<file path="config.mk">
export PLATFORM = sky130hd
export DESIGN_NAME = trng_health_packer
export DESIGN_NICKNAME = d
export VERILOG_FILES = /design/src/rtl/trng_pkg.sv /design/src/rtl/trng_byte_fifo.sv /design/src/rtl/trng_health_packer.sv
export SDC_FILE = /design/constraint.sdc
export NUM_CORES = 1
export LEC_CHECK = 0
export CAP_MARGIN = 20
export CELL_PAD_IN_SITES_DETAIL_PLACEMENT = 2
export CELL_PAD_IN_SITES_GLOBAL_PLACEMENT = 2
export CORE_MARGIN = 1.5
export CORE_UTILIZATION = 37
export DETAILED_ROUTE_END_ITERATION = 8
export GPL_TIMING_DRIVEN = 0
export PLACE_DENSITY_LB_ADDON = 0.1
export SLEW_MARGIN = 25
export SYNTH_ARGS = -nofsm -noshare
export SYNTH_HDL_FRONTEND = slang
export SYNTH_SLANG_ARGS = --single-unit
</file>
<file path="constraint.sdc">
create_clock -name clk -period 2.65 [get_ports clk]
set_input_delay 0.53 -clock clk [delete_from_list [all_inputs] [get_ports clk]]
set_output_delay 0.53 -clock clk [all_outputs]
set_load 0.01 [all_outputs]
</file>
<file path="src/rtl/trng_pkg.sv">
// Shared types and constants for the TRNG health-test / byte-packer block.
package trng_pkg;
  localparam int BYTE_W   = 8;
  localparam int FAIL_RCT = 0;
  localparam int FAIL_APT = 1;

  typedef enum logic [1:0] {
    STARTUP = 2'd0,
    RUN     = 2'd1,
    FAIL    = 2'd2
  } trng_state_e;
endpackage

</file>
<file path="src/rtl/trng_byte_fifo.sv">
// Small synchronous byte FIFO; a pop in the same cycle frees room for a push when full.
module trng_byte_fifo
  import trng_pkg::*;
#(
  parameter int DEPTH = 4,
  parameter int AW    = $clog2(DEPTH),
  parameter int CW    = $clog2(DEPTH + 1)
) (
  input  logic              clk,
  input  logic              resetn,
  input  logic              flush,
  input  logic              push,
  input  logic [BYTE_W-1:0] push_data,
  output logic              full,
  output logic [CW-1:0]     count,
  output logic              pop_valid,
  input  logic              pop_ready,
  output logic [BYTE_W-1:0] pop_data
);
  logic [DEPTH-1:0][BYTE_W-1:0] mem_q, mem_d;
  logic [AW-1:0] wr_ptr_q, wr_ptr_d, rd_ptr_q, rd_ptr_d;
  logic [CW-1:0] count_q, count_d;
  logic          pop, push_ok;

  assign full      = (count_q == CW'(DEPTH));
  assign count     = count_q;
  assign pop_valid = (count_q != '0);
  assign pop_data  = mem_q[rd_ptr_q];

  always_comb begin
    mem_d    = mem_q;
    wr_ptr_d = wr_ptr_q;
    rd_ptr_d = rd_ptr_q;
    count_d  = count_q;
    pop      = pop_valid && pop_ready;
    push_ok  = push && (!full || pop);
    if (flush) begin
      wr_ptr_d = '0;
      rd_ptr_d = '0;
      count_d  = '0;
    end else begin
      if (push_ok) begin
        mem_d[wr_ptr_q] = push_data;
        wr_ptr_d        = wr_ptr_q + 1'b1;
      end
      if (pop) rd_ptr_d = rd_ptr_q + 1'b1;
      case ({push_ok, pop})
        2'b10:   count_d = count_q + 1'b1;
        2'b01:   count_d = count_q - 1'b1;
        default: count_d = count_q;
      endcase
    end
  end

  always_ff @(posedge clk or negedge resetn) begin
    if (!resetn) begin
      mem_q    <= '0;
      wr_ptr_q <= '0;
      rd_ptr_q <= '0;
      count_q  <= '0;
    end else begin
      mem_q    <= mem_d;
      wr_ptr_q <= wr_ptr_d;
      rd_ptr_q <= rd_ptr_d;
      count_q  <= count_d;
    end
  end
endmodule

</file>
<file path="src/rtl/trng_health_packer.sv">
// Health-tests the tinytrng bit stream (RCT + APT) and packs approved bits into bytes.
// Optional von Neumann corrector before the packer: define TRNG_VN_DEBIAS_EN.
module trng_health_packer
  import trng_pkg::*;
#(
  parameter int RCT_CUTOFF   = 32,
  parameter int APT_WINDOW   = 1024,
  parameter int APT_CUTOFF   = 589,
  parameter int STARTUP_BITS = 1024,
  parameter int FIFO_DEPTH   = 4
) (
  input  logic              clk,
  input  logic              resetn,
  input  logic              random,
  input  logic              bclk,
  output logic [BYTE_W-1:0] data,
  output logic              valid,
  input  logic              ready,
  output logic              running,
  output logic              alarm,
  output logic [1:0]        fail_code,
  output logic [7:0]        drop_cnt
);
  localparam int RW = $clog2(RCT_CUTOFF + 1);
  localparam int PW = $clog2(APT_WINDOW);
  localparam int MW = $clog2(APT_WINDOW + 1);
  localparam int SW = $clog2(STARTUP_BITS + 1);
  localparam int BW = $clog2(BYTE_W);
  localparam int CW = $clog2(FIFO_DEPTH + 1);
  localparam logic [RW-1:0] RCT_CUT  = RW'(RCT_CUTOFF);
  localparam logic [MW-1:0] APT_CUT  = MW'(APT_CUTOFF);
  localparam logic [SW-1:0] SU_LAST  = SW'(STARTUP_BITS - 1);
  localparam logic [BW-1:0] BIT_LAST = BW'(BYTE_W - 1);

  logic random_s1_q, random_s2_q;
  logic bclk_s1_q, bclk_s2_q, bclk_s3_q;
  logic bit_evt, bit_in, active, fail_now, rct_hit, apt_hit, pack_evt, flush;
  logic emit, emit_bit;

  logic [RW-1:0] run_q, run_d;
  logic          last_q, last_d;
  logic [PW-1:0] pos_q, pos_d;
  logic          ref_q, ref_d;
  logic [MW-1:0] match_q, match_d;
  logic [SW-1:0] startup_q, startup_d;
  logic [1:0]    fail_code_q, fail_code_d;
  trng_state_e   state_q, state_d;
  logic [BYTE_W-1:0] sr_q, sr_d;
  logic [BW-1:0] cnt_q, cnt_d;
  logic          push_q, push_d;
  logic [7:0]    drop_q, drop_d;
`ifdef TRNG_VN_DEBIAS_EN
  logic          vn_phase_q, vn_phase_d, vn_first_q, vn_first_d;
`endif

  logic              fifo_full, fifo_valid, fifo_pop;
  logic [CW-1:0]     fifo_count;
  logic [BYTE_W-1:0] fifo_data;

  // random and bclk share sync depth so the bit is aligned with its strobe
  assign bit_evt = bclk_s2_q & ~bclk_s3_q;
  assign bit_in  = random_s2_q;
  assign active  = bit_evt && (state_q != FAIL);

  always_comb begin
    run_d   = run_q;
    last_d  = last_q;
    pos_d   = pos_q;
    ref_d   = ref_q;
    match_d = match_q;
    rct_hit = 1'b0;
    apt_hit = 1'b0;
    if (active) begin
      if (run_q != '0 && bit_in == last_q) begin
        if (run_q != RCT_CUT) run_d = run_q + 1'b1;
      end else begin
        run_d = RW'(1);
      end
      last_d  = bit_in;
      rct_hit = (run_d == RCT_CUT);
      if (pos_q == '0) begin
        ref_d   = bit_in;
        match_d = MW'(1);
      end else if (bit_in == ref_q) begin
        match_d = match_q + 1'b1;
      end
      apt_hit = (match_d == APT_CUT);
      pos_d   = pos_q + 1'b1;
    end
  end

  assign fail_now = rct_hit | apt_hit;

  always_comb begin
    state_d     = state_q;
    startup_d   = startup_q;
    fail_code_d = fail_code_q;
    fail_code_d[FAIL_RCT] = fail_code_q[FAIL_RCT] | rct_hit;
    fail_code_d[FAIL_APT] = fail_code_q[FAIL_APT] | apt_hit;
    case (state_q)
      STARTUP: if (active) begin
        if (fail_now)                state_d = FAIL;
        else if (startup_q == SU_LAST) state_d = RUN;
        else                         startup_d = startup_q + 1'b1;
      end
      RUN:     if (fail_now) state_d = FAIL;
      default: state_d = FAIL;
    endcase
    flush = (state_q != FAIL) && (state_d == FAIL);
  end

  assign pack_evt = active && (state_q == RUN) && !fail_now;

  always_comb begin
    sr_d   = sr_q;
    cnt_d  = cnt_q;
    push_d = 1'b0;
    drop_d = drop_q;
`ifdef TRNG_VN_DEBIAS_EN
    vn_phase_d = vn_phase_q;
    vn_first_d = vn_first_q;
    emit       = 1'b0;
    emit_bit   = vn_first_q;
    if (state_q == STARTUP && state_d == RUN) vn_phase_d = 1'b0;
    if (pack_evt) begin
      if (!vn_phase_q) begin
        vn_first_d = bit_in;
        vn_phase_d = 1'b1;
      end else begin
        vn_phase_d = 1'b0;
        emit       = (vn_first_q != bit_in);
      end
    end
`else
    emit     = pack_evt;
    emit_bit = bit_in;
`endif
    if (emit) begin
      sr_d  = {emit_bit, sr_q[BYTE_W-1:1]};
      cnt_d = cnt_q + 1'b1;
      if (cnt_q == BIT_LAST) push_d = 1'b1;
    end
    if (flush) begin
      sr_d   = '0;
      cnt_d  = '0;
      push_d = 1'b0;
    end
    if (push_q && fifo_full && !fifo_pop && !flush && drop_q != 8'hFF)
      drop_d = drop_q + 8'd1;
  end

  always_ff @(posedge clk or negedge resetn) begin
    if (!resetn) begin
      random_s1_q <= 1'b0;
      random_s2_q <= 1'b0;
      bclk_s1_q   <= 1'b0;
      bclk_s2_q   <= 1'b0;
      bclk_s3_q   <= 1'b0;
      run_q       <= '0;
      last_q      <= 1'b0;
      pos_q       <= '0;
      ref_q       <= 1'b0;
      match_q     <= '0;
      startup_q   <= '0;
      fail_code_q <= '0;
      state_q     <= STARTUP;
      sr_q        <= '0;
      cnt_q       <= '0;
      push_q      <= 1'b0;
      drop_q      <= '0;
`ifdef TRNG_VN_DEBIAS_EN
      vn_phase_q  <= 1'b0;
      vn_first_q  <= 1'b0;
`endif
    end else begin
      random_s1_q <= random;
      random_s2_q <= random_s1_q;
      bclk_s1_q   <= bclk;
      bclk_s2_q   <= bclk_s1_q;
      bclk_s3_q   <= bclk_s2_q;
      run_q       <= run_d;
      last_q      <= last_d;
      pos_q       <= pos_d;
      ref_q       <= ref_d;
      match_q     <= match_d;
      startup_q   <= startup_d;
      fail_code_q <= fail_code_d;
      state_q     <= state_d;
      sr_q        <= sr_d;
      cnt_q       <= cnt_d;
      push_q      <= push_d;
      drop_q      <= drop_d;
`ifdef TRNG_VN_DEBIAS_EN
      vn_phase_q  <= vn_phase_d;
      vn_first_q  <= vn_first_d;
`endif
    end
  end

  // sr_q still holds the completed byte one cycle after the 8th bit
  trng_byte_fifo #(.DEPTH(FIFO_DEPTH)) u_fifo (
    .clk       (clk),
    .resetn    (resetn),
    .flush     (flush),
    .push      (push_q),
    .push_data (sr_q),
    .full      (fifo_full),
    .count     (fifo_count),
    .pop_valid (fifo_valid),
    .pop_ready (ready),
    .pop_data  (fifo_data)
  );

  assign fifo_pop  = fifo_valid && ready;
  assign valid     = fifo_valid;
  assign data      = (fifo_count != '0) ? fifo_data : '0;
  assign running   = (state_q == RUN);
  assign alarm     = (state_q == FAIL);
  assign fail_code = fail_code_q;
  assign drop_cnt  = drop_q;
endmodule

</file>
== Word level (Yosys, flattened, before mapping) ==
Cells that the tools add are included.
Storage, ports and cells
  word-level logic and storage cells: 120
  register bits: 108
Operators by class
  muxes and demuxes: 32
  bitwise gates (word level): 8
  magnitude comparators: 3
  equality and inequality tests: 15
  add/subtract/negate cells: 10
  reductions and logical operators: 28
Operators with widths (number)
  $mux W8: 5
  $mux W11: 3
  $bwmux W32: 1
  $add A11 B1 Y11 const B: 2
  $eq A11 B10 Y1 const B: 2
  $mux W6: 3
  $bmux W8 S2: 1
  $demux W8 S2: 1
  $mux W2: 8
  $logic_and A1 B1 Y1: 12
  $add A10 B1 Y10 const B: 1
  $logic_not A10 Y1: 1
  $mux W3: 3
  $add A8 B1 Y8 const B: 1
  $ne A8 B8 Y1 const B: 1
  $add A3 B1 Y3 const B: 2
  $add A6 B1 Y6 const B: 1
  $eq A2 B2 Y1 const B: 3
  $eq A3 B3 Y1 const B: 2
  $eq A6 B6 Y1 const B: 1
  $lt A2 B3 Y1 const B: 2
  $ne A6 B6 Y1 const B: 1
  $pmux W3 S2: 1
  $reduce_bool A2 Y1: 3
  18 further kinds: 35

== Logic depth before layout (Yosys ltp) ==
Gate-level depths: netlist (run 1).
  depth in word-level cells: 15
  mapped depth: 13
  gate-level depth less buffers: 10

== Cells and area by module ==
A second synthesis (run 1) with hierarchy kept.
Second synthesis, totals
  cells, all modules: 500
  area, all modules: 5570.3 um2
By module, submodules not included
  trng_health_packer: cells an instance 355, times used 1, area each 3589.7 um2, sequential area each 1726.7 um2
  trng_byte_fifo: cells an instance 145, times used 1, area each 1980.6 um2, sequential area each 975.9 um2

== Worst setup path before layout (run 1) ==
No wires, ideal clock.
  kind: register to register
  start point: reg run_q[0]
  end point: reg drop_q[1] (netlist: drop_cnt[1])
  arrival time: 2.631 ns
  slack: -0.107 ns
  setup time: 0.125 ns
  path buffers: 2
  cell stages (with the launch flop): 13
  period minus slack after synthesis: 2.757 ns
  cells stage by stage: dfrtp_1 > clkbuf_1 > inv_1 > ha_1 > or4b_4 > o221a_1 > o21bai_2 > o31ai_1 > a21oi_4 > inv_6 > buf_8 > a21oi_2 > mux2_4
Between the ends
  word-level cells in the longest chain between the ends: 15
  elaborated cells on any way between the ends: 19
RTL lines
  start: declaration: RTL line trng_health_packer.sv:40  | logic [RW-1:0] run_q, run_d;
  start signal: assignment: RTL line trng_health_packer.sv:181  | run_q <= run_d;
  $add A6 B1 Y6 (tied with other cells): RTL line trng_health_packer.sv:75  | if (run_q != RCT_CUT) run_d = run_q + 1'b1;
  $mux W6 / $logic_and A1 B1 Y1 (equally long branches): RTL line trng_health_packer.sv:75, trng_health_packer.sv:74
  $mux W6 *: RTL line trng_health_packer.sv:74  | if (run_q != '0 && bit_in == last_q) begin
  $mux W6 *: RTL line trng_health_packer.sv:73  | if (active) begin
  $eq A6 B6 Y1 *: RTL line trng_health_packer.sv:80  | rct_hit = (run_d == RCT_CUT);
  $mux W1 *: RTL line trng_health_packer.sv:73
  $or A1 B1 Y1 *: RTL line trng_health_packer.sv:92  | assign fail_now = rct_hit | apt_hit;
  $mux W2: RTL line trng_health_packer.sv:102  | if (fail_now) state_d = FAIL;
  $mux W2: RTL line trng_health_packer.sv:101  | STARTUP: if (active) begin
  $pmux W2 S2 *: RTL line trng_health_packer.sv:100  | case (state_q)
  $eq A2 B2 Y1 *: RTL line trng_health_packer.sv:109  | flush = (state_q != FAIL) && (state_d == FAIL);
  $logic_and A1 B1 Y1 *: RTL line trng_health_packer.sv:109
  $logic_not A1 Y1 *: RTL line trng_health_packer.sv:148  | if (push_q && fifo_full && !fifo_pop && !flush && drop_q != 8'hFF)
  $logic_and A1 B1 Y1 * (2 in a row): RTL line trng_health_packer.sv:148
  end signal: assignment: RTL line trng_health_packer.sv:192  | drop_q <= drop_d;
  end: declaration: RTL line trng_health_packer.sv:51  | logic [7:0] drop_q, drop_d;
Mark *: on every way between the ends. The rest lies on a longest branch, timed or not. The select of a mux whose other input is x is not followed.
A chain may end at the register's enable or synchronous reset.

== Worst setup path in the final report (run 1) ==
  start point: reg run_q[1]
  end point: reg drop_q[4] (netlist: drop_cnt[4])
The elaborated chain is that of the path after synthesis.

==> metrics.txt, run 1 <==
outcome=complete, but fails checks; failing checks=setup timing; Post-Syn Area per Cell=11.08 sq um; Synth async-reset ratio=1.000; Netlist cell types=64; RSZ-0062 raised after global routing=true; 1st-iter DRT viols=186; GRT overflow=0; Worst Hold Class=in2async; Initial DRT Pass Iterations=4; clock-pin slew on the worst setup and hold paths=0.08 ns; largest net degree at the start of global routing=71; number of global-route vias before repair=4619; Final WS setup=-0.1702 ns; hold_buf cts=0; Yosys reg bits=108; clock skew=0.009110 ns; Top FF cell, synth=dfrtp_1; routability cong.=0.7722; Reg2Reg Depth=12; CTS Sinks=108; Area Overhead vs Synth=24.78%; Nets=584; initial core utilization=0.3830; vias per cell=5.416; Antenna Nets Post-Route=0; Worst slew margin=0.5942; ant diodes=0; reg-to-reg critical path endpoint=drop_cnt[4]$_DFFE_PN0P_; Root Buffer=clkbuf_16; M2 GR Usage=0.3481; final worst path period share=1.064; Post-synth EDFFs=0; first-pass GRT wire length=24.76 mm; Fin. Hold Viols=0; Commonest cells post-synth=dfrtp_1 (108), nand2_1 (39), mux2_2 (33); Mapped Nets=527; total track usage=0.1967; Tot Pwr=4861 uW; CTS tree=done; CP Data Arrival Time=3.10 ns; GR Util met3=0.03079; DIE WIDTH=126.4 um; Max Clk Rate=354.6 MHz; grt met1 use=0.2501; TritonCTS Buffers=9; Setup-failing EPs final=67; area share of the largest cell type after synthesis=0.4800; Synth Instances=508; final cell count without fillers=754; critical path peak fanout=10; Setup CP Type=reg2reg; htree depth=3; worst slew pin tran=0.6043 ns; die area=15970 sq um; worst reg-to-reg setup slack=-0.17 ns; worst path required time=2.93 ns; share of layout cells above drive strength 1=0.2474; cell taking the most area after synthesis=dfrtp_1; Post-Syn Area=5630 sq um; WL final=15.26 mm; crit path capture type=flop; VDD IR max=0.3595 mV; placed instance count=717; initial antenna violation count=0; GR peak layer=met2; via count=4084; Final Max Tran Viols=0; row cnt=44; port bufs=24; Residual DRC=0; Bufs on Longest Clock Path=2; most common cell in the netlist=dfrtp_1; post-synthesis sequential area ratio=0.4800; Leak Pwr=0.003142 uW; Fin Setup TNS=-8.354 ns; Synth area leaders=dfrtp_1 (48%), mux2_2 (6.6%), xor2_1 (3.6%), mux4_2 (3.2%), ha_1 (2.9%); Core ar.=14700 sq um; WL per Instance=20.24 um; Hold Slack=0.08576 ns; clock latency on the worst-skew pair=0.36 ns; Worst setup SP type=flop; RR Startpoint=run_q[1]$_DFFE_PN0P_; Die Height=126.4 um; power per cell area=691.9 nW/um^2; yosys synthesis warning count=0; placed wire-length estimate=9.748 mm; I/O pins=26; Min Clock Period, post-route=2.820 ns; max-cap viol count=0
## final cells by class
cell class	count	area [sq um]
clock buffer	10	239.0
inverter	19	78.83
multi-input combinational	353	2939
timing repair buffer	49	554.3
sequential	108	2710
fill	1464	7674
buffer	25	196.4
clock inverter	6	77.57
tap	184	230.2
## critical path: stages, from the launching register on
cell and delay [ns]:
dfrtp_2 0.46, inv_2 0.11, ha_4 0.14, or4b_4 0.48
o221a_1 0.25, o21bai_2 0.18, o31ai_4 0.09, a21oi_4 0.24
inv_6 0.11, buf_12 0.17, buf_8 0.15, a21oi_1 0.18
xor2_1 0.17
## metal layers
layer  vias up  part of all wire
met5         -                 0
met4         0             0.013
met3        12             0.019
met2        40              0.52
met1      2113              0.44
li1       1919                 -
## registers in the layout, indices dropped and copies added (netlist names), 2 cells and up
name / cells
sr_q: 8
fail_code: 2
pos_q: 10
cnt_q: 3
startup_q: 11
u_fifo.wr_ptr_q: 2
u_fifo.mem_q: 32
u_fifo.count: 3
state_q: 2
run_q: 6
drop_cnt: 8
u_fifo.rd_ptr_q: 2
match_q: 11
## power by group
group	total, uW	leakage [uW]	internal [uW]	switching, uW
combinational	1320	0.00154	619	701
sequential	2100	0.00145	1830	270
clock	1440	0.000153	778	661
total	4860	0.00314	3230	1630
## worst max-delay path by stage
| stage | slack (ns) | from | cells past startpoint | end |
|---|---|---|---|---|
| detailed placement | -0.46 | match_q[0]$_DFFE_PN0P_ | 9 | u_fifo.count[0]$_DFFE_PN0P_ |
| floorplan | 0.01 | run_q[0]$_DFFE_PN0P_ | 11 | u_fifo.mem_q[0]$_DFFE_PN0P_ |
| finish | -0.17 | run_q[1]$_DFFE_PN0P_ | 12 | drop_cnt[4]$_DFFE_PN0P_ |
| global placement | -3.32 | resetn | 1 | u_fifo.mem_q[16]$_DFFE_PN0P_ |
| global route | -0.29 | run_q[0]$_DFFE_PN0P_ | 13 | startup_q[3]$_DFFE_PN0P_ |
| CTS | -0.18 | run_q[0]$_DFFE_PN0P_ | 12 | drop_cnt[5]$_DFFE_PN0P_ |
## stage by stage
| stage | utilization | instance area [sq um] | setup WS, ns |
|---|---|---|---|
| finish | 0.4780 | 7025 | -0.1702 |
| global route | 0.4780 | 7025 | -0.2942 |
| CTS | 0.4677 | 6874 | -0.1847 |
| detailed placement | 0.4192 | 6162 | -0.4627 |
| global placement | 0.4173 | 6133 | -3.323 |
| floorplan | - | 5663 | 0.01052 |
## cells by family after synthesis
kind of cell	synth area share
and+or+nand+nor	0.1504
DFF	0.4800
AOI/OAI and AO/OA	0.1193
buffers and inverters	0.04244
muxes	0.1098
xor gates and xnor gates	0.06555
adders and majority gates	0.03245
## repair_timing
action | 4_1_cts | 5_1_grt
pin swaps | 12 | 5
resized for setup | 60 | 26
setup buffers | 17 | 6
endpoints found under the setup margin | 79 | 78
cloned | 0 | 1
## placed cells by master (no fill, tap or decap), types with 11 or more instances in the layout
cell             instances
dfrtp_1                104
clkdlybuf4s50_1         16
xnor2_1                 16
buf_4                   19
nor2_1                  19
nand3_1                 29
nand4_1                 11
o21ai_0                 26
and2_1                  11
inv_1                   16
mux2_4                  34
a21oi_1                 23
xor2_1                  23
nand2_1                 39
ha_1                    11
(Power assumes the default switching activity.)
==> run 2: changes to the inputs <==
--- a/config.mk
+++ b/config.mk
@@ -6,13 +6,14 @@
 export NUM_CORES = 1
 export LEC_CHECK = 0
 export CAP_MARGIN = 20
-export CELL_PAD_IN_SITES_DETAIL_PLACEMENT = 2
-export CELL_PAD_IN_SITES_GLOBAL_PLACEMENT = 2
+export CELL_PAD_IN_SITES_DETAIL_PLACEMENT = 1
+export CELL_PAD_IN_SITES_GLOBAL_PLACEMENT = 1
 export CORE_MARGIN = 1.5
-export CORE_UTILIZATION = 37
+export CORE_UTILIZATION = 40
 export DETAILED_ROUTE_END_ITERATION = 8
 export GPL_TIMING_DRIVEN = 0
 export PLACE_DENSITY_LB_ADDON = 0.1
+export RECOVER_POWER = 50
 export SLEW_MARGIN = 25
 export SYNTH_ARGS = -nofsm -noshare
 export SYNTH_HDL_FRONTEND = slang
==> run 2 against run 1 <==
Net effect:
- the run ends with capacitance limit, slew limit, setup timing left
- via count decreased by 0.34%
- fmax increased by 1.5%
- die area decreased by 7.3%
- routed wire length decreased by 12%
- register-to-register slack improved by 0.04 ns
- clock power decreased by 5%
- hold slack improved by 0.26 ns
- sequential cell count unchanged
- non-clock buffer count unchanged
- largest cell class unchanged
==> metrics.txt, run 2 (same netlist as run 1, synthesis figures left out) <==
DIE WIDTH=121.6 um (-3.7%); Die Height=121.6 um (-3.7%); GRT overflow=0 (unchanged); worst slew pin tran=1.987 ns (+1.383 ns); placed instance count=713 (-0.56%); Comb pwr share=0.266 (-0.005); die area=14800 sq um (-7.3%); worst stage delay on the critical path=0.47 ns (about the same); max-cap viol count=1 (+1); number of global-route vias before repair=4388 (-5.0%); WL per Instance=18.00 um (-11%); Area Overhead vs Synth=23.53%; crit path cell chain=clkbuf_8 -> inv_4 -> ha_4 -> or4b_4 -> o221a_1 -> o21bai_2 -> o31ai_2 -> a21oi_4 -> inv_6 -> buf_12 -> a2111oi_4 -> xnor2_1; via count=4070 (-0.34%); share of layout cells above drive strength 1=0.2544 (+0.007018); first-pass GRT wire length=22.96 mm (-7.3%); Root Buffer=clkbuf_16; Worst path depth=12 (unchanged); TritonCTS Buffers=9 (unchanged); crit path capture type=flop; start point of the critical path=run_q[0]$_DFFE_PN0P_; Worst Hold Class=reg2reg; vias per cell=5.427 (+0.19%); cell family with most CP delay=compound AO/OA/AOI/OAI gates; critical path peak fanout=10 (unchanged); row cnt=43 (-2.3%); P_sw=1538 uW (-5.8%); number of fill cells in the layout=1478 (+0.96%); most common cell after layout, fill and taps aside=dfrtp_1; Slowest-stage cell, CP=or4b_4; Tot Pwr=4715 uW (-3.0%); CP Data Arrival Time=3.06 ns (-0.04 ns); Final WS setup=-0.1286 ns (+0.04161 ns); CP bufs+invs=4 (unchanged); failing checks=capacitance limit, slew limit, setup timing; worst path required time=2.93 ns (about the same); hold_buf cts=0 (unchanged); routability cong.=0.7982 (+3.4%); Residual DRC=0 (unchanged); initial antenna violation count=0 (unchanged); Setup-failing EPs final=57 (-15%); Final Max Tran Viols=43 (+43); RSZ-0062 raised after global routing=true; Initial DRT Pass Iterations=4 (unchanged); final worst path period share=1.049 (-0.01570); clock latency on the worst-skew pair=0.36 ns (about the same); Nets=584 (unchanged); reg-to-reg critical path endpoint=drop_cnt[5]$_DFFE_PN0P_; final cell count without fillers=750 (-0.53%); Min Clock Period, post-route=2.779 ns (-0.04161 ns); ant diodes=0 (unchanged); Leak Pwr=0.003085 uW (-1.8%); CTS Sinks=108 (unchanged); CP Capture Point=drop_cnt[5]$_DFFE_PN0P_; Bufs on Longest Clock Path=2 (unchanged); clock skew=0.008868 ns (-0.0002415 ns); power per cell area=677.9 nW/um^2 (-2.0%); I/O pins=26 (unchanged); clock share of power=0.291 (-0.005); commonest cells after routing, fill and taps aside=dfrtp_1 (103), nand2_1 (39), mux2_4 (34), nand3_1 (29); VDD IR max=0.3305 mV (-8.1%); Hold Slack=0.3496 ns (+0.2638 ns); clock-pin slew on the worst setup and hold paths=0.07 ns (about the same); 1st-iter DRT viols=153 (-18%); sw frac=0.3262 (-0.009597); Fin. Hold Viols=0 (unchanged); Core ar.=13830 sq um (-5.9%); Antenna Nets Post-Route=0 (unchanged); port bufs=24 (unchanged); placed wire-length estimate=8.758 mm (-10%); Reg2Reg Depth=12 (unchanged); Worst setup SP type=flop; outcome=complete, but fails checks; Largest register FFs=32 (unchanged); Max Clk Rate=359.9 MHz (+1.5%); CTS tree=done; worst reg-to-reg setup slack=-0.13 ns (+0.04 ns); most flop-heavy register=u_fifo.mem_q; Setup CP Type=reg2reg; Worst slew margin=-0.3248 (-0.9190); largest net degree at the start of global routing=68 (-4.2%); sequential share of power=0.443 (+0.011); Internal Pwr Total=3177 uW (-1.6%); total track usage=0.1993 (+0.002640); WL final=13.50 mm (-12%); biggest regs=u_fifo.mem_q x32, match_q x11, startup_q x11; initial core utilization=0.4072 (+0.02416); worst slack at placement=-0.4527 ns (+0.009952 ns); htree depth=3 (unchanged); RR Startpoint=run_q[0]$_DFFE_PN0P_
==> run 2: worst reg2reg max path, cell delays in order, from the launching register on <==
cell       delay, ns
dfrtp_1         0.39
clkbuf_8        0.15
inv_4           0.05
ha_4            0.11
or4b_4          0.47
o221a_1         0.23
o21bai_2        0.15
o31ai_2         0.09
a21oi_4         0.25
inv_6           0.11
buf_12          0.17
a2111oi_4       0.35
xnor2_1         0.16
==> run 2: worst min-delay path by stage <==
| stage | startpoint | to | slack (ns) | cells after the start |
|---|---|---|---|---|
| after global placement | random_s1_q$_DFF_PN0_ | bit_in$_DFF_PN0_ | 0.33 | 0 |
| after floorplan | resetn | bclk_s1_q$_DFF_PN0_ | 0.23 | 0 |
| after detailed placement | bclk_s1_q$_DFF_PN0_ | bclk_s2_q$_DFF_PN0_ | 0.34 | 0 |
| after global routing | random_s1_q$_DFF_PN0_ | bit_in$_DFF_PN0_ | 0.37 | 0 |
| after CTS | resetn | random_s1_q$_DFF_PN0_ | 0.09 | 1 |
| final | bclk_s1_q$_DFF_PN0_ | bclk_s2_q$_DFF_PN0_ | 0.35 | 0 |
==> run 2: area by class of cell <==
cell class	count	area [sq um]	share of cell area
Multi-Input combinational cell	353	2963	0.4260
Sequential cell	108	2711	0.3898
Timing Repair Buffer	49	495.5	0.07124
Clock buffer	14	284.0	0.04083
Tap cell	180	225.2	0.03238
Buffer	25	181.4	0.02608
Inverter	19	78.83	0.01133
Clock inverter	2	16.27	0.002339
==> run 2: what timing repair did <==
item,4_1_cts,5_1_grt
buffers inserted,15,9
pin swaps,7,2
resized for setup,67,21
setup endpoints to repair,79,77
==> run 2: per-stage QoR <==
stage | instance area [sq um] | TNS, ns | util
2_1_floorplan | 5663 | 0 | -
4_1_cts | 6832 | -4.643 | 0.4941
3_5_place_dp | 6157 | -25.55 | 0.4453
6_report | 6955 | -4.707 | 0.5030
5_1_grt | 6955 | -13.77 | 0.5030
3_3_place_gp | 6128 | -370.94 | 0.4432
==> run 2: routing by layer <==
layer,global-route usage,wire length (um)
met3,0.03792,270
met1,0.2570,6266
met5,0,0
met2,0.3386,6745
met4,0.06471,221
==> run 2: power groups by stage <==
stage / combinational, uW / sequential [uW] / clock (uW)
floorplan: 810 / 2010 / 0
global placement: 1040 / 2060 / 0
detailed placement: 1080 / 2070 / 0
CTS: 1140 / 2120 / 1420
global route: 1400 / 2120 / 1480
finish: 1260 / 2090 / 1370
==> run 3: changes to the inputs <==
--- a/config.mk
+++ b/config.mk
@@ -9,7 +9,7 @@
 export CELL_PAD_IN_SITES_DETAIL_PLACEMENT = 1
 export CELL_PAD_IN_SITES_GLOBAL_PLACEMENT = 1
 export CORE_MARGIN = 1.5
-export CORE_UTILIZATION = 40
+export CORE_UTILIZATION = 44
 export DETAILED_ROUTE_END_ITERATION = 8
 export GPL_TIMING_DRIVEN = 0
 export PLACE_DENSITY_LB_ADDON = 0.1
==> run 3 against run 2 <==
Net effect:
- the run still ends with capacitance limit, slew limit, setup timing left
- non-clock buffer count is 7 higher
- routed wire length is 4.5% higher
- clock skew is 0.0023 ns higher
- highest routed layer unchanged
- final area is 5.2% higher
- worst setup slack worse by 0.089 ns
- critical path type unchanged
- sequential power hardly changed
- clock power hardly changed
- total power is 2.3% higher
- utilization is 7.9 points higher
==> metrics.txt, run 3 (same netlist as run 1, synthesis figures left out) <==
Worst slew margin=-0.3421 (-0.01733); outcome=complete, but fails checks; htree depth=3 (unchanged); Nets=591 (+1.2%); I/O pins=26 (unchanged); Fin. Hold Viols=0 (unchanged); max-cap viol count=1 (unchanged); Die Height=116.1 um (-4.5%); Core ar.=12570 sq um (-9.1%); ant diodes=0 (unchanged); port bufs=24 (unchanged); clock-pin slew on the worst setup and hold paths=0.07 ns (about the same); initial core utilization=0.4480 (+0.04078); Bufs on Longest Clock Path=2 (unchanged); most flop-heavy register=u_fifo.mem_q; row cnt=41 (-4.7%); commonest cells after routing, fill and taps aside=dfrtp_1 (104), nand2_1 (39), mux2_4 (34), nand3_1 (27); hold path depth=0 (unchanged); Antenna Nets Post-Route=0 (unchanged); RR Startpoint=run_q[0]$_DFFE_PN0P_; Largest register FFs=32 (unchanged); Final Max Tran Viols=38 (-12%); initial antenna violation count=0 (unchanged); worst slew pin tran=2.013 ns (+0.02600 ns); 1st-iter DRT viols=205 (+34%); largest net degree at the start of global routing=73 (+7.4%); GRT overflow=0 (unchanged); clock skew=0.01117 ns (+0.002304 ns); Final WS setup=-0.2180 ns (-0.08938 ns); VDD IR max=0.6483 mV (+96%); Residual DRC=0 (unchanged); Root Buffer=clkbuf_16; Initial DRT Pass Iterations=4 (unchanged); WL final=14.12 mm (+4.5%); number of global-route vias before repair=4428 (+0.91%); first-pass GRT wire length=22.95 mm (about the same); clock latency on the worst-skew pair=0.36 ns (about the same); biggest regs=u_fifo.mem_q x32, match_q x11, startup_q x11; vias per cell=5.437 (+0.18%); Min Clock Period, post-route=2.868 ns (+0.08938 ns); final core occ=0.5820 (+0.07895); placed wire-length estimate=8.611 mm (-1.7%); total track usage=0.2214 (+0.02209); most common cell after layout, fill and taps aside=dfrtp_1; TritonCTS Buffers=9 (unchanged); Worst setup SP type=flop; worst reg-to-reg setup slack=-0.22 ns (-0.09 ns); CTS tree=done; via count=4072 (+0.049%); CTS Sinks=108 (unchanged); Leak Pwr=0.003151 uW (+2.1%); number of fill cells in the layout=1280 (-13%); share of layout cells above drive strength 1=0.2981 (+0.04371); Setup CP Type=reg2reg; worst path required time=2.89 ns (-0.04 ns); HP Start=bclk_s1_q$_DFF_PN0_; reg-to-reg critical path endpoint=drop_cnt[1]$_DFFE_PN0P_; Fin Setup TNS=-9.218 ns (-4.511 ns); RSZ-0062 raised after global routing=true; WL per Instance=18.85 um (+4.7%); crit path capture type=flop; Max Clk Rate=348.7 MHz (-3.1%); power per cell area=659.5 nW/um^2 (-2.7%); die area=13480 sq um (-8.9%); Reg2Reg Depth=12 (unchanged); CP Data Arrival Time=3.11 ns (+0.05 ns); failing checks=capacitance limit, slew limit, setup timing; Worst Hold Class=reg2reg; final worst path period share=1.082 (+0.03373); routability cong.=0.7994 (+0.15%); Setup-failing EPs final=69 (+21%); Area Overhead vs Synth=29.91%; Tot Pwr=4824 uW (+2.3%); DIE WIDTH=116.1 um (-4.5%); critical path peak fanout=7 (-3); Min-Delay Endpoint=bclk_s2_q$_DFF_PN0_
==> run 3: critical path, cell delays in order (launching register included) <==
cell and delay (ns):
dfrtp_1 0.39, clkbuf_8 0.15, inv_4 0.05, ha_4 0.11, or4b_4 0.46, o221a_1 0.23
o21bai_2 0.19, o31ai_4 0.08, a21oi_4 0.21, clkinv_4 0.20, buf_12 0.20, a21oi_4 0.17
mux2_4 0.31
==> run 3: power breakdown <==
part	internal, uW	switching, uW	leakage (uW)
Clock	788	604	0.000144
Sequential	1830	247	0.00145
Combinational	637	717	0.00156
Total	3260	1570	0.00315
==> run 3: worst max path at each step <==
stage / from / to / slack (ns) / depth (start not counted)
floorplan: run_q[0]$_DFFE_PN0P_ / u_fifo.mem_q[0]$_DFFE_PN0P_ / 0.01 / 11
global placement: resetn / u_fifo.count[1]$_DFFE_PN0P_ / -3.19 / 1
detailed placement: pos_q[0]$_DFFE_PN0P_ / u_fifo.count[0]$_DFFE_PN0P_ / -0.47 / 11
CTS: run_q[0]$_DFFE_PN0P_ / drop_cnt[1]$_DFFE_PN0P_ / -0.22 / 12
global route: run_q[0]$_DFFE_PN0P_ / drop_cnt[1]$_DFFE_PN0P_ / -0.30 / 12
finish: run_q[0]$_DFFE_PN0P_ / drop_cnt[1]$_DFFE_PN0P_ / -0.22 / 12
==> run 3: final cells by class <==
type / instances / area (sq um) / share of cell area
Multi-Input combinational cell: 353 / 3146 / 0.4300
Sequential cell: 108 / 2710 / 0.3705
Timing Repair Buffer: 56 / 654.4 / 0.08946
Clock buffer: 15 / 267.8 / 0.03661
Tap cell: 172 / 215.2 / 0.02942
Buffer: 25 / 212.7 / 0.02908
Inverter: 19 / 78.83 / 0.01078
Clock inverter: 1 / 30.03 / 0.004105
==> run 3: per-layer routing <==
metal  vias up  part of all wire  global-route usage
met5         -                 0                   0
met4         0             0.013             0.04797
met3        16             0.023             0.04982
met2        34              0.50              0.3753
met1      2079              0.46              0.2929
li1       1943                 -                   -
==> run 3: timing repair <==
action                                  in CTS  in global routing
buffers inserted                            20                  7
endpoints found under the setup margin      79                 79
pin swaps                                   43                 28
gates resized for setup                     86                 61
hold buffers                                 0                  0
cloned                                       2                  2
==> run 3: through the flow <==
step | worst slack [ns] | std cells | hold WS, ns | area (sq um)
2_1_floorplan | 0.01052 | 508 | 0.2344 | 5663
3_3_place_gp | -3.194 | 704 | 0.3347 | 6118
3_5_place_dp | -0.4690 | 705 | 0.3381 | 6147
4_1_cts | -0.2213 | 740 | 0.06728 | 7015
5_1_grt | -0.2973 | 749 | 0.3556 | 7315
6_report | -0.2180 | 749 | 0.3491 | 7315
